**config.mk**
```make
export PLATFORM = sky130hd
export DESIGN_NAME = memory_access_stage_flat
export DESIGN_NICKNAME = d
export VERILOG_FILES = /design/src/rtl/memory_access_stage_if.sv /design/src/rtl/memory_access_stage.sv /design/src/flat_wrapper.sv
export SDC_FILE = /design/constraint.sdc
export NUM_CORES = 1
export LEC_CHECK = 0
export CAP_MARGIN = 20
export CELL_PAD_IN_SITES_DETAIL_PLACEMENT = 0
export CELL_PAD_IN_SITES_GLOBAL_PLACEMENT = 2
export CORE_MARGIN = 2
export CORE_UTILIZATION = 20
export DETAILED_ROUTE_END_ITERATION = 8
export GPL_ROUTABILITY_DRIVEN = 1
export PLACE_DENSITY = 0.8
export SYNTH_ARGS = -nofsm -noshare
export SYNTH_HDL_FRONTEND = slang
export SYNTH_SLANG_ARGS = --single-unit
export TNS_END_PERCENT = 1
```
**constraint.sdc**
```tcl
create_clock -name clk -period 2 [get_ports clk]
set_input_delay 0.6 -clock clk [delete_from_list [all_inputs] [get_ports clk]]
set_output_delay 0.6 -clock clk [all_outputs]
set_load 0.005 [all_outputs]
```
**src/rtl/memory_access_stage_if.sv**
```systemverilog
// Data-memory request/response bus between the M stage and data memory.
// The M stage is the master: it issues req/we/addr/wdata/wstrb and
// receives ready (request accepted) and rvalid/rdata (load data return).
interface memory_access_stage_if #(
    parameter int XLEN = 32
);
    logic            dmem_req;
    logic            dmem_we;
    logic [XLEN-1:0] dmem_addr;
    logic [XLEN-1:0] dmem_wdata;
    logic [3:0]      dmem_wstrb;
    logic            dmem_ready;
    logic            dmem_rvalid;
    logic [XLEN-1:0] dmem_rdata;

    modport master (
        output dmem_req, dmem_we, dmem_addr, dmem_wdata, dmem_wstrb,
        input  dmem_ready, dmem_rvalid, dmem_rdata
    );

    modport slave (
        input  dmem_req, dmem_we, dmem_addr, dmem_wdata, dmem_wstrb,
        output dmem_ready, dmem_rvalid, dmem_rdata
    );
endinterface

```
**src/rtl/memory_access_stage.sv**
```systemverilog
// M stage of the 5-stage RV32I pipeline. Latches E-stage results, issues
// one data-memory access per aligned load/store, stalls upstream until the
// access completes and delivers aligned/extended load data to W.
module memory_access_stage #(
    parameter int         XLEN     = 32,
    parameter logic [6:0] OP_LOAD  = 7'h03,
    parameter logic [6:0] OP_STORE = 7'h23
) (
    input  logic            clk,
    input  logic            rst_n,
    input  logic            e_to_m_valid,
    output logic            m_allow_in,
    output logic            m_to_w_valid,
    input  logic            w_allow_in,
    input  logic [6:0]      E_opcode,
    input  logic [2:0]      E_funct3,
    input  logic [4:0]      E_rd,
    input  logic [XLEN-1:0] E_valE,
    input  logic [XLEN-1:0] E_valB,
    input  logic [XLEN-1:0] E_default_pc,
    input  logic [XLEN-1:0] E_cur_pc,
    input  logic [XLEN-1:0] E_instr,
    input  logic [XLEN-1:0] E_pred_pc,
    output logic [6:0]      M_opcode,
    output logic [4:0]      M_rd,
    output logic [XLEN-1:0] M_valE,
    output logic [XLEN-1:0] M_default_pc,
    output logic [XLEN-1:0] M_cur_pc,
    output logic [XLEN-1:0] M_instr,
    output logic [XLEN-1:0] M_pred_pc,
    output logic [XLEN-1:0] m_valM,
    output logic            M_misalign,
    memory_access_stage_if.master dmem
);
    typedef enum logic [1:0] {IDLE, REQ, WAIT, DONE} state_t;

    state_t          state, state_next;
    logic            m_valid;
    logic            m_mem;      // aligned memory op held in M
    logic            m_store;
    logic [2:0]      M_funct3;
    logic [XLEN-1:0] M_valB;
    logic            m_ready_go;
    logic            capture;
    logic            e_load, e_store, e_misalign, e_mem_go;
    logic [7:0]      ld_byte;
    logic [15:0]     ld_half;
    logic [XLEN-1:0] load_ext;

    assign e_load     = (E_opcode == OP_LOAD);
    assign e_store    = (E_opcode == OP_STORE);
    assign e_misalign = (e_load | e_store) &
                        (((E_funct3[1:0] == 2'b01) & E_valE[0]) |
                         ((E_funct3[1:0] == 2'b10) & (E_valE[1:0] != 2'b00)));
    assign e_mem_go   = (e_load | e_store) & ~e_misalign;

    assign m_ready_go   = ~m_mem | (state == DONE);
    assign m_allow_in   = ~m_valid | (m_ready_go & w_allow_in);
    assign m_to_w_valid = m_valid & m_ready_go;
    assign capture      = m_allow_in & e_to_m_valid;

    // Pipeline register: valid bit, E-stage fields and load result
    always_ff @(posedge clk or negedge rst_n) begin
        if (!rst_n) begin
            m_valid      <= 1'b0;
            m_mem        <= 1'b0;
            m_store      <= 1'b0;
            M_funct3     <= '0;
            M_valB       <= '0;
            M_opcode     <= '0;
            M_rd         <= '0;
            M_valE       <= '0;
            M_default_pc <= '0;
            M_cur_pc     <= '0;
            M_instr      <= '0;
            M_pred_pc    <= '0;
            M_misalign   <= 1'b0;
            m_valM       <= '0;
        end else begin
            if (m_allow_in) begin
                m_valid <= e_to_m_valid;
            end
            if (capture) begin
                m_mem        <= e_mem_go;
                m_store      <= e_store;
                M_funct3     <= E_funct3;
                M_valB       <= E_valB;
                M_opcode     <= E_opcode;
                M_rd         <= E_rd;
                M_valE       <= E_valE;
                M_default_pc <= E_default_pc;
                M_cur_pc     <= E_cur_pc;
                M_instr      <= E_instr;
                M_pred_pc    <= E_pred_pc;
                M_misalign   <= e_misalign;
                m_valM       <= '0;
            end else if ((state == WAIT) && dmem.dmem_rvalid) begin
                m_valM <= load_ext;
            end
        end
    end

    // FSM state register
    always_ff @(posedge clk or negedge rst_n) begin
        if (!rst_n) begin
            state <= IDLE;
        end else begin
            state <= state_next;
        end
    end

    // Next state: access progress, overridden whenever a new instruction enters
    always_comb begin
        state_next = state;
        case (state)
            REQ:     if (dmem.dmem_ready) state_next = m_store ? DONE : WAIT;
            WAIT:    if (dmem.dmem_rvalid) state_next = DONE;
            default: state_next = state;
        endcase
        if (m_allow_in) begin
            state_next = (e_to_m_valid && e_mem_go) ? REQ : IDLE;
        end
    end

    // Load data lane selection and sign/zero extension
    always_comb begin
        ld_byte  = '0;
        ld_half  = '0;
        load_ext = '0;
        case (M_valE[1:0])
            2'b00:   ld_byte = dmem.dmem_rdata[7:0];
            2'b01:   ld_byte = dmem.dmem_rdata[15:8];
            2'b10:   ld_byte = dmem.dmem_rdata[23:16];
            default: ld_byte = dmem.dmem_rdata[31:24];
        endcase
        ld_half = M_valE[1] ? dmem.dmem_rdata[31:16] : dmem.dmem_rdata[15:0];
        case (M_funct3)
            3'b000:  load_ext = {{(XLEN-8){ld_byte[7]}}, ld_byte};
            3'b001:  load_ext = {{(XLEN-16){ld_half[15]}}, ld_half};
            3'b010:  load_ext = dmem.dmem_rdata;
            3'b100:  load_ext = {{(XLEN-8){1'b0}}, ld_byte};
            3'b101:  load_ext = {{(XLEN-16){1'b0}}, ld_half};
            default: load_ext = '0;
        endcase
    end

    // Request outputs, held stable from registered M state while in REQ
    always_comb begin
        dmem.dmem_req   = (state == REQ);
        dmem.dmem_we    = m_store;
        dmem.dmem_addr  = {M_valE[XLEN-1:2], 2'b00};
        dmem.dmem_wdata = M_valB;
        dmem.dmem_wstrb = '0;
        if (m_store) begin
            case (M_funct3[1:0])
                2'b00: begin
                    dmem.dmem_wstrb = 4'b0001 << M_valE[1:0];
                    dmem.dmem_wdata = {(XLEN/8){M_valB[7:0]}};
                end
                2'b01: begin
                    dmem.dmem_wstrb = M_valE[1] ? 4'b1100 : 4'b0011;
                    dmem.dmem_wdata = {(XLEN/16){M_valB[15:0]}};
                end
                default: dmem.dmem_wstrb = 4'b1111;
            endcase
        end
    end
endmodule

```
**src/flat_wrapper.sv**
```systemverilog
// flat-port wrapper written by rule: the top's interface ports become plain ports
module memory_access_stage_flat 
#(
    parameter int         XLEN     = 32,
    parameter logic [6:0] OP_LOAD  = 7'h03,
    parameter logic [6:0] OP_STORE = 7'h23
)
  (clk, rst_n, e_to_m_valid, m_allow_in, m_to_w_valid, w_allow_in, E_opcode, E_funct3, E_rd, E_valE, E_valB, E_default_pc, E_cur_pc, E_instr, E_pred_pc, M_opcode, M_rd, M_valE, M_default_pc, M_cur_pc, M_instr, M_pred_pc, m_valM, M_misalign, dmem_dmem_req, dmem_dmem_we, dmem_dmem_addr, dmem_dmem_wdata, dmem_dmem_wstrb, dmem_dmem_ready, dmem_dmem_rvalid, dmem_dmem_rdata);
  memory_access_stage_if #(.XLEN(XLEN)) dmem_i ();
  input  logic clk;
  input  logic rst_n;
  input  logic e_to_m_valid;
  output logic m_allow_in;
  output logic m_to_w_valid;
  input  logic w_allow_in;
  input  logic [6:0] E_opcode;
  input  logic [2:0] E_funct3;
  input  logic [4:0] E_rd;
  input  logic [XLEN-1:0] E_valE;
  input  logic [XLEN-1:0] E_valB;
  input  logic [XLEN-1:0] E_default_pc;
  input  logic [XLEN-1:0] E_cur_pc;
  input  logic [XLEN-1:0] E_instr;
  input  logic [XLEN-1:0] E_pred_pc;
  output logic [6:0] M_opcode;
  output logic [4:0] M_rd;
  output logic [XLEN-1:0] M_valE;
  output logic [XLEN-1:0] M_default_pc;
  output logic [XLEN-1:0] M_cur_pc;
  output logic [XLEN-1:0] M_instr;
  output logic [XLEN-1:0] M_pred_pc;
  output logic [XLEN-1:0] m_valM;
  output logic M_misalign;
  output wire logic [$bits(dmem_i.dmem_req)-1:0] dmem_dmem_req;
  output wire logic [$bits(dmem_i.dmem_we)-1:0] dmem_dmem_we;
  output wire logic [$bits(dmem_i.dmem_addr)-1:0] dmem_dmem_addr;
  output wire logic [$bits(dmem_i.dmem_wdata)-1:0] dmem_dmem_wdata;
  output wire logic [$bits(dmem_i.dmem_wstrb)-1:0] dmem_dmem_wstrb;
  input wire logic [$bits(dmem_i.dmem_ready)-1:0] dmem_dmem_ready;
  input wire logic [$bits(dmem_i.dmem_rvalid)-1:0] dmem_dmem_rvalid;
  input wire logic [$bits(dmem_i.dmem_rdata)-1:0] dmem_dmem_rdata;
  assign dmem_dmem_req = dmem_i.dmem_req;
  assign dmem_dmem_we = dmem_i.dmem_we;
  assign dmem_dmem_addr = dmem_i.dmem_addr;
  assign dmem_dmem_wdata = dmem_i.dmem_wdata;
  assign dmem_dmem_wstrb = dmem_i.dmem_wstrb;
  assign dmem_i.dmem_ready = dmem_dmem_ready;
  assign dmem_i.dmem_rvalid = dmem_dmem_rvalid;
  assign dmem_i.dmem_rdata = dmem_dmem_rdata;
  memory_access_stage #(.XLEN(XLEN), .OP_LOAD(OP_LOAD), .OP_STORE(OP_STORE)) u_core (.clk(clk), .rst_n(rst_n), .e_to_m_valid(e_to_m_valid), .m_allow_in(m_allow_in), .m_to_w_valid(m_to_w_valid), .w_allow_in(w_allow_in), .E_opcode(E_opcode), .E_funct3(E_funct3), .E_rd(E_rd), .E_valE(E_valE), .E_valB(E_valB), .E_default_pc(E_default_pc), .E_cur_pc(E_cur_pc), .E_instr(E_instr), .E_pred_pc(E_pred_pc), .M_opcode(M_opcode), .M_rd(M_rd), .M_valE(M_valE), .M_default_pc(M_default_pc), .M_cur_pc(M_cur_pc), .M_instr(M_instr), .M_pred_pc(M_pred_pc), .m_valM(m_valM), .M_misalign(M_misalign), .dmem(dmem_i));
endmodule
```
==> results of run 1 <==
-- flip-flops by register name, summed over array words and instances (netlist names) --
| name | cells |
|---|---|
| u_core.m_valid | 1 |
| u_core.m_valM | 32 |
| u_core.M_misalign | 1 |
| u_core.M_default_pc | 32 |
| u_core.state | 2 |
| u_core.M_opcode | 7 |
| u_core.M_cur_pc | 32 |
| u_core.M_funct3 | 3 |
| u_core.M_rd | 5 |
| u_core.M_valE | 32 |
| u_core.M_pred_pc | 32 |
| u_core.dmem.dmem_we | 1 |
| u_core.m_mem | 1 |
| u_core.M_valB | 32 |
| u_core.M_instr | 32 |
-- cells by family (layout without fill, tap and decap cells) --
group / after synthesis / count (layout) / share of synthesized area (%)
compound gates: 122 / 122 / 7.153
buf+inv: 113 / 674 / 6.449
flops: 245 / 245 / 57.46
mux: 41 / 41 / 4.045
other cells: 1 / 4 / 0.03514
simple gates: 677 / 677 / 24.86
-- power by group --
group / internal, W / total, W / switching, W
Sequential: 0.00552 / 0.00588 / 0.000361
Combinational: 0.00168 / 0.00311 / 0.00142
Clock: 0.00351 / 0.00569 / 0.00218
Total: 0.0107 / 0.0147 / 0.00396
-- critical path, delay by kind of cell (launching register included) --
kind | cells | cell delay [ps]
flops | 1 | 410
buf+inv | 3 | 400
mux | 1 | 310
simple gates | 1 | 120
-- stage by stage --
stage | util (%) | setup TNS [ps]
after floorplan | - | 0
after global placement | 32.28 | -41680
after detailed placement | 32.28 | -48360
after CTS | 34.01 | -11830
after global routing | 34.09 | -12430
final | 34.10 | -10040
-- Yosys cell counts, types with 2 or more instances --
cell      number
nor4_1         2
mux2_1         5
and2_1         3
a221oi_1       8
and3_1         6
buf_6          3
o21ai_0       20
inv_1          2
buf_2         36
a21oi_1       38
nor3_1         4
a221o_1        7
buf_4         52
o21ai_1       21
and3b_1        2
nor2_1         9
a211oi_1       3
mux2i_1       24
o211ai_1       4
nand2b_1       6
a22o_1         3
o22ai_1        7
mux2_2        12
clkbuf_1      18
dfrtp_1      245
nor2b_1        3
nand3_1        2
nand2_1      634
-- worst paths after layout --
kind,endpoint,cells past startpoint
min,u_core.M_instr[2],2
max,dmem_dmem_wdata[9],5
min in group asynchronous,u_core.M_valB[1],2
max in group asynchronous,u_core.m_valM[8],3
max reg2reg,u_core.m_valM[1],5
min reg2reg,u_core.M_instr[2],2
-- what timing repair did --
| item | in CTS | in global routing |
|---|---|---|
| setup endpoints to repair | 275 | 48 |
| hold endpoints to repair | 5 | 0 |
| setup buffers | 7 | 0 |
| hold buffers | 1 | 0 |
| gates cloned | 1 | 0 |
| gates resized for setup | 400 | 21 |
| pin swaps | 6 | 4 |
-- per-layer routing --
| layer | GRT usage [%] | wire length, um | vias to the layer above | share of wire [%] |
|---|---|---|---|---|
| li1 | - | - | 4872 | - |
| met1 | 17.28 | 16650 | 4752 | 41 |
| met2 | 24.43 | 19680 | 362 | 49 |
| met3 | 3.853 | 3071 | 48 | 7.6 |
| met4 | 3.548 | 827 | 0 | 2.1 |
| met5 | 0 | 0 | - | 0 |
-- layout make-up --
class / count / area [um^2]
inverters: 3 / 15.01
repair buffers: 617 / 5907
diodes: 2 / 5.005
flip-flops and latches: 245 / 6137
multi-input cells: 842 / 3993
fillers: 5497 / 34700
clock inverters: 13 / 172.7
clock buffers: 41 / 863.3
well taps: 688 / 860.8
==> results_dict.tcl, run 1 <==
set metrics [dict create \
    status "complete, but fails checks" \
    violations "setup timing" \
    die_h_um 235.0 \
    finalCritPeriodShare_pct 120.1 \
    clkSlewWorstSetupHoldPaths_ps 60 \
    min_period_ps 2402 \
    worstHoldStart "u_core.M_instr[2]" \
    netlist.area_leader.share_pct 57.46 \
    rows 84 \
    ys_types 48 \
    core-area_um2 52660 \
    cts_tree "yes" \
    initial_core_util_pct 20.26 \
    clockRootBuffer "clkbuf_16" \
    cts_buffers 30 \
    final-setup-viol-count 30 \
    clock_latency_ps 570 \
    io_buffer_count 519 \
    slowest_stage "dfrtp_1" \
    ys_async_sr_fraction_pct 100.0 \
    crit_chain "buf_6 -> nor2_4 -> buf_12 -> mux2_4 -> buf_6" \
    fin_nets 1984 \
    drc 0 \
    synth_cells 1199 \
    h-tree-depth 1 \
    synth.avg_cell_area_um2 8.899 \
    p_leak_nw 9.290 \
    grt_overflow_total 0 \
    place_inst 2386 \
    die_x_um 235.0 \
    maxCapViolCount 0 \
    final_cell_mix "nand2_1 (631), dlygate4sd2_1 (244), clkdlybuf4s50_1 (243)" \
    die_area_um2 55220 \
    timing.final.ws_setup_ps -402.0 \
    antenna_found_initial 2 \
    yosys_warnings 0 \
    grt_pass1_vias 10430 \
    area_growth_pct 68.26 \
    fin_skew_ps 17.60 \
    ant_nets 0 \
    r2r_start "u_core.state[0]" \
    synth_area_um2 10670 \
    cp-end-kind "output pin" \
    dp_slack_ps -335.2 \
    p_per_area_nw_per_um2 817.9 \
    rsz0062_at_grt "true" \
    drtIter0Drc 421 \
    ys_seq_area_share_pct 57.46 \
    cpMostUsedCell "buf_6" \
    dp_hpwl_mm 30.37 \
    grt_start_max_net_pins 50 \
    relSlewSlack_pct 56.80 \
    io_pins 522 \
    postPlaceCellArea_um2 17000 \
    critPathKind "reg -> out" \
    grt_pass1_wl_mm 62.31 \
    total_power_w 0.01468 \
    post_drt_wl_per_cell_um 16.41 \
    cts_buffer_depth 3 \
    final_common_cell "nand2_1" \
    num_vias 10030 \
    hp-class "reg -> reg" \
    cts.sinks 245 \
    critPathMaxFanout 8 \
    ys_ff_latch 245 \
    fmax_mhz 416.3 \
    reg2reg_setup_slack_ps 200 \
    slew_viol_final 0 \
    synth_edf_count 0 \
    crit_start "u_core.M_funct3[0]" \
    drt_wl_total_mm 40.23 \
    gp_congestion 0.8314 \
    critPathArrivalTime_ps 1800 \
    crit_path_start_kind "flip-flop" \
    stdcell_count 2451 \
    hold_viol_final 0 \
    timing_worst_slew_pin_value_ps 643.0 \
    ys_top_cells_by_area "dfrtp_1 (57%), nand2_1 (22%), buf_4 (3.7%)" \
    viasPerCell 4.094 \
    yosysTopAreaCell "dfrtp_1" \
    track_usage_pct 14.11 \
    ir_worst_vdd_uv 449.9 \
    hold_slack_ps 463.5 \
    synth-main-ff-cell "dfrtp_1" \
    design_area_um2 17950 \
    drt_pass1_iterations 5 \
    drive_gt1_share_pct 12.83 \
    max_stage_delay_ps 410 \
    required_ps 1400 \
]
Power figures use the tool's default switching activity.
==> run 2, diff against run 1 <==
--- a/config.mk
+++ b/config.mk
@@ -12,7 +12,7 @@
 export CORE_UTILIZATION = 20
 export DETAILED_ROUTE_END_ITERATION = 8
 export GPL_ROUTABILITY_DRIVEN = 1
-export PLACE_DENSITY = 0.8
+export PLACE_DENSITY = 0.82
 export SYNTH_ARGS = -nofsm -noshare
 export SYNTH_HDL_FRONTEND = slang
 export SYNTH_SLANG_ARGS = --single-unit
==> results_dict.tcl, run 2 (same netlist as run 1, synthesis figures left out) <==
set metrics [dict create \
    maxCapViolCount 0 \
    initial_core_util_pct 20.26 \
    die_h_um 235.0 \
    postLayoutCoreUtil_pct 34.22 \
    clkSlewWorstSetupHoldPaths_ps 60 \
    io_buffer_count 519 \
    final_common_cell "nand2_1" \
    dp_hpwl_mm 31.06 \
    timing.final.ws_setup_ps -524.8 \
    crit_path_start_kind "flip-flop" \
    fmax_mhz 396.1 \
    rows 84 \
    drtIter0Drc 520 \
    drc 0 \
    die_area_um2 55220 \
    dp_slack_ps -332.7 \
    p_leak_nw 9.293 \
    clock_latency_ps 560 \
    cts_tree "yes" \
    h-tree-depth 1 \
    cts.sinks 245 \
    cts_buffer_depth 3 \
    slew_viol_final 0 \
    crit_chain "nand2b_1 -> a21oi_2 -> nor2_2 -> clkdlybuf4s50_1" \
    antenna_found_initial 2 \
    hold_viol_final 0 \
    rsz0062_at_grt "true" \
    slowest_stage "clkdlybuf4s50_1" \
    critPathMaxFanout 5 \
    grt_pass1_vias 10410 \
    min_period_ps 2525 \
    grt_overflow_total 0 \
    viasPerCell 4.137 \
    violations "setup timing" \
    worstHoldStart "u_core.M_default_pc[15]" \
    status "complete, but fails checks" \
    area_growth_pct 68.87 \
    cts_buffers 30 \
    regArea_um2 6143 \
    core-area_um2 52660 \
    hp-class "reg -> reg" \
    die_x_um 235.0 \
    drt_wl_total_mm 40.89 \
    critPathArrivalTime_ps 1920 \
    clock_power_share_pct 40.5 \
    ant_nets 0 \
    grt_pass1_wl_mm 62.80 \
    gp_congestion 0.8225 \
    internal-power_w 0.01108 \
    power.share.sequential_pct 39.1 \
    io_pins 522 \
    clockRootBuffer "clkbuf_16" \
    timing_worst_slew_pin_value_ps 643.1 \
    grt_start_max_net_pins 67 \
    final_cell_mix "nand2_1 (630), clkdlybuf4s50_1 (244), dlygate4sd2_1 (241)" \
    p_per_area_nw_per_um2 838.4 \
    drt_pass1_iterations 5 \
    relSlewSlack_pct 56.80 \
    track_usage_pct 14.32 \
    cp-end-kind "output pin" \
    fin_tns_setup_ps -11130 \
    fin_nets 1980 \
    required_ps 1400 \
    num_vias 10130 \
    total_power_w 0.01511 \
    multi_input_area_um2 4009 \
    fillers 5489 \
    final-setup-viol-count 30 \
    r2r_start "u_core.M_funct3[0]" \
    p_sw_share_pct 26.68 \
    post_drt_wl_per_cell_um 16.69 \
    crit_start "u_core.M_funct3[0]" \
    pwr-share-comb_pct 20.5 \
    critPathKind "reg -> out" \
    p_sw_w 0.004030 \
    ir_worst_vdd_uv 595.2 \
    finalCritPeriodShare_pct 126.2 \
    fin_skew_ps 6.715 \
    drive_gt1_share_pct 13.42 \
    max_stage_delay_ps 510 \
]
run 2: cell count changes in the layout (fill, tap and decap cells not counted), moves of 3 or more:
cell / delta
buf_12: -7
buf_4: -10
buf_6: +15
buf_8: +3
clkbuf_1: -3
clkbuf_8: +3
dfrtp_1: -5
dfrtp_2: +5
dlygate4sd2_1: -3
run 2: path summary, 6_finish.rpt:
check / end / slack, ps / cells past startpoint
setup / recovery: dmem_dmem_wstrb[2] / -520 / 4
hold / removal: u_core.M_default_pc[15] / 470 / 2
setup reg to reg: u_core.m_valM[3] / 150 / 5
hold reg to reg: u_core.M_default_pc[15] / 470 / 2
max in group asynchronous: u_core.M_valE[3] / 830 / 3
min in group asynchronous: u_core.M_pred_pc[18] / 480 / 2
run 2: area by class of cell:
type / instances / area share [%]
inverters: 3 / 0.06250
flip-flops and latches: 245 / 34.09
diodes: 2 / 0.02778
repair buffers: 613 / 32.53
multi-input cells: 842 / 22.25
clock buffers: 41 / 4.958
clock inverters: 15 / 1.305
well taps: 688 / 4.777
run 2: worst max-delay path, delay by kind of cell, from the launching register on:
kind	cells	cell delay (ps)
and+or+nand+nor	2	330
buffers and inverters	1	510
DFF	1	460
AOI/OAI and AO/OA	1	80
run 2: through the flow:
stage,instance area [um^2],instances,hold slack [ps]
3_5_place_dp,16820,2374,459.3
3_3_place_gp,16820,2374,456.2
6_report,18020,2449,466.7
2_1_floorplan,10670,1200,304.4
5_1_grt,18020,2448,479.6
4_1_cts,17900,2445,450.3
run 2: timing repair:
action | in CTS | in global routing
hold buffers | 1 | 0
endpoints found under the setup margin | 275 | 50
resized for setup | 431 | 27
cloned | 1 | 0
endpoints found under the hold margin | 10 | 0
buffers inserted | 13 | 2
pin swaps | 12 | 4
run 2: routing by layer:
metal  part of all wire [%]  global-route usage [%]  up-vias
met5                      0                       0        -
met4                    1.9                   3.471        0
met3                    6.6                   3.454       46
met2                     49                   24.82      348
met1                     42                   17.86     4872
li1                       -                       -     4865
run 2: power by group through the flow:
stage	Sequential, W	Combinational, W	Clock, W
6_report	0.00590	0.00309	0.00611
5_1_grt	0.00598	0.00339	0.00653
4_1_cts	0.00591	0.00311	0.00631
3_5_place_dp	0.00600	0.00346	0
3_3_place_gp	0.00597	0.00345	0
2_1_floorplan	0.00595	0.00116	0
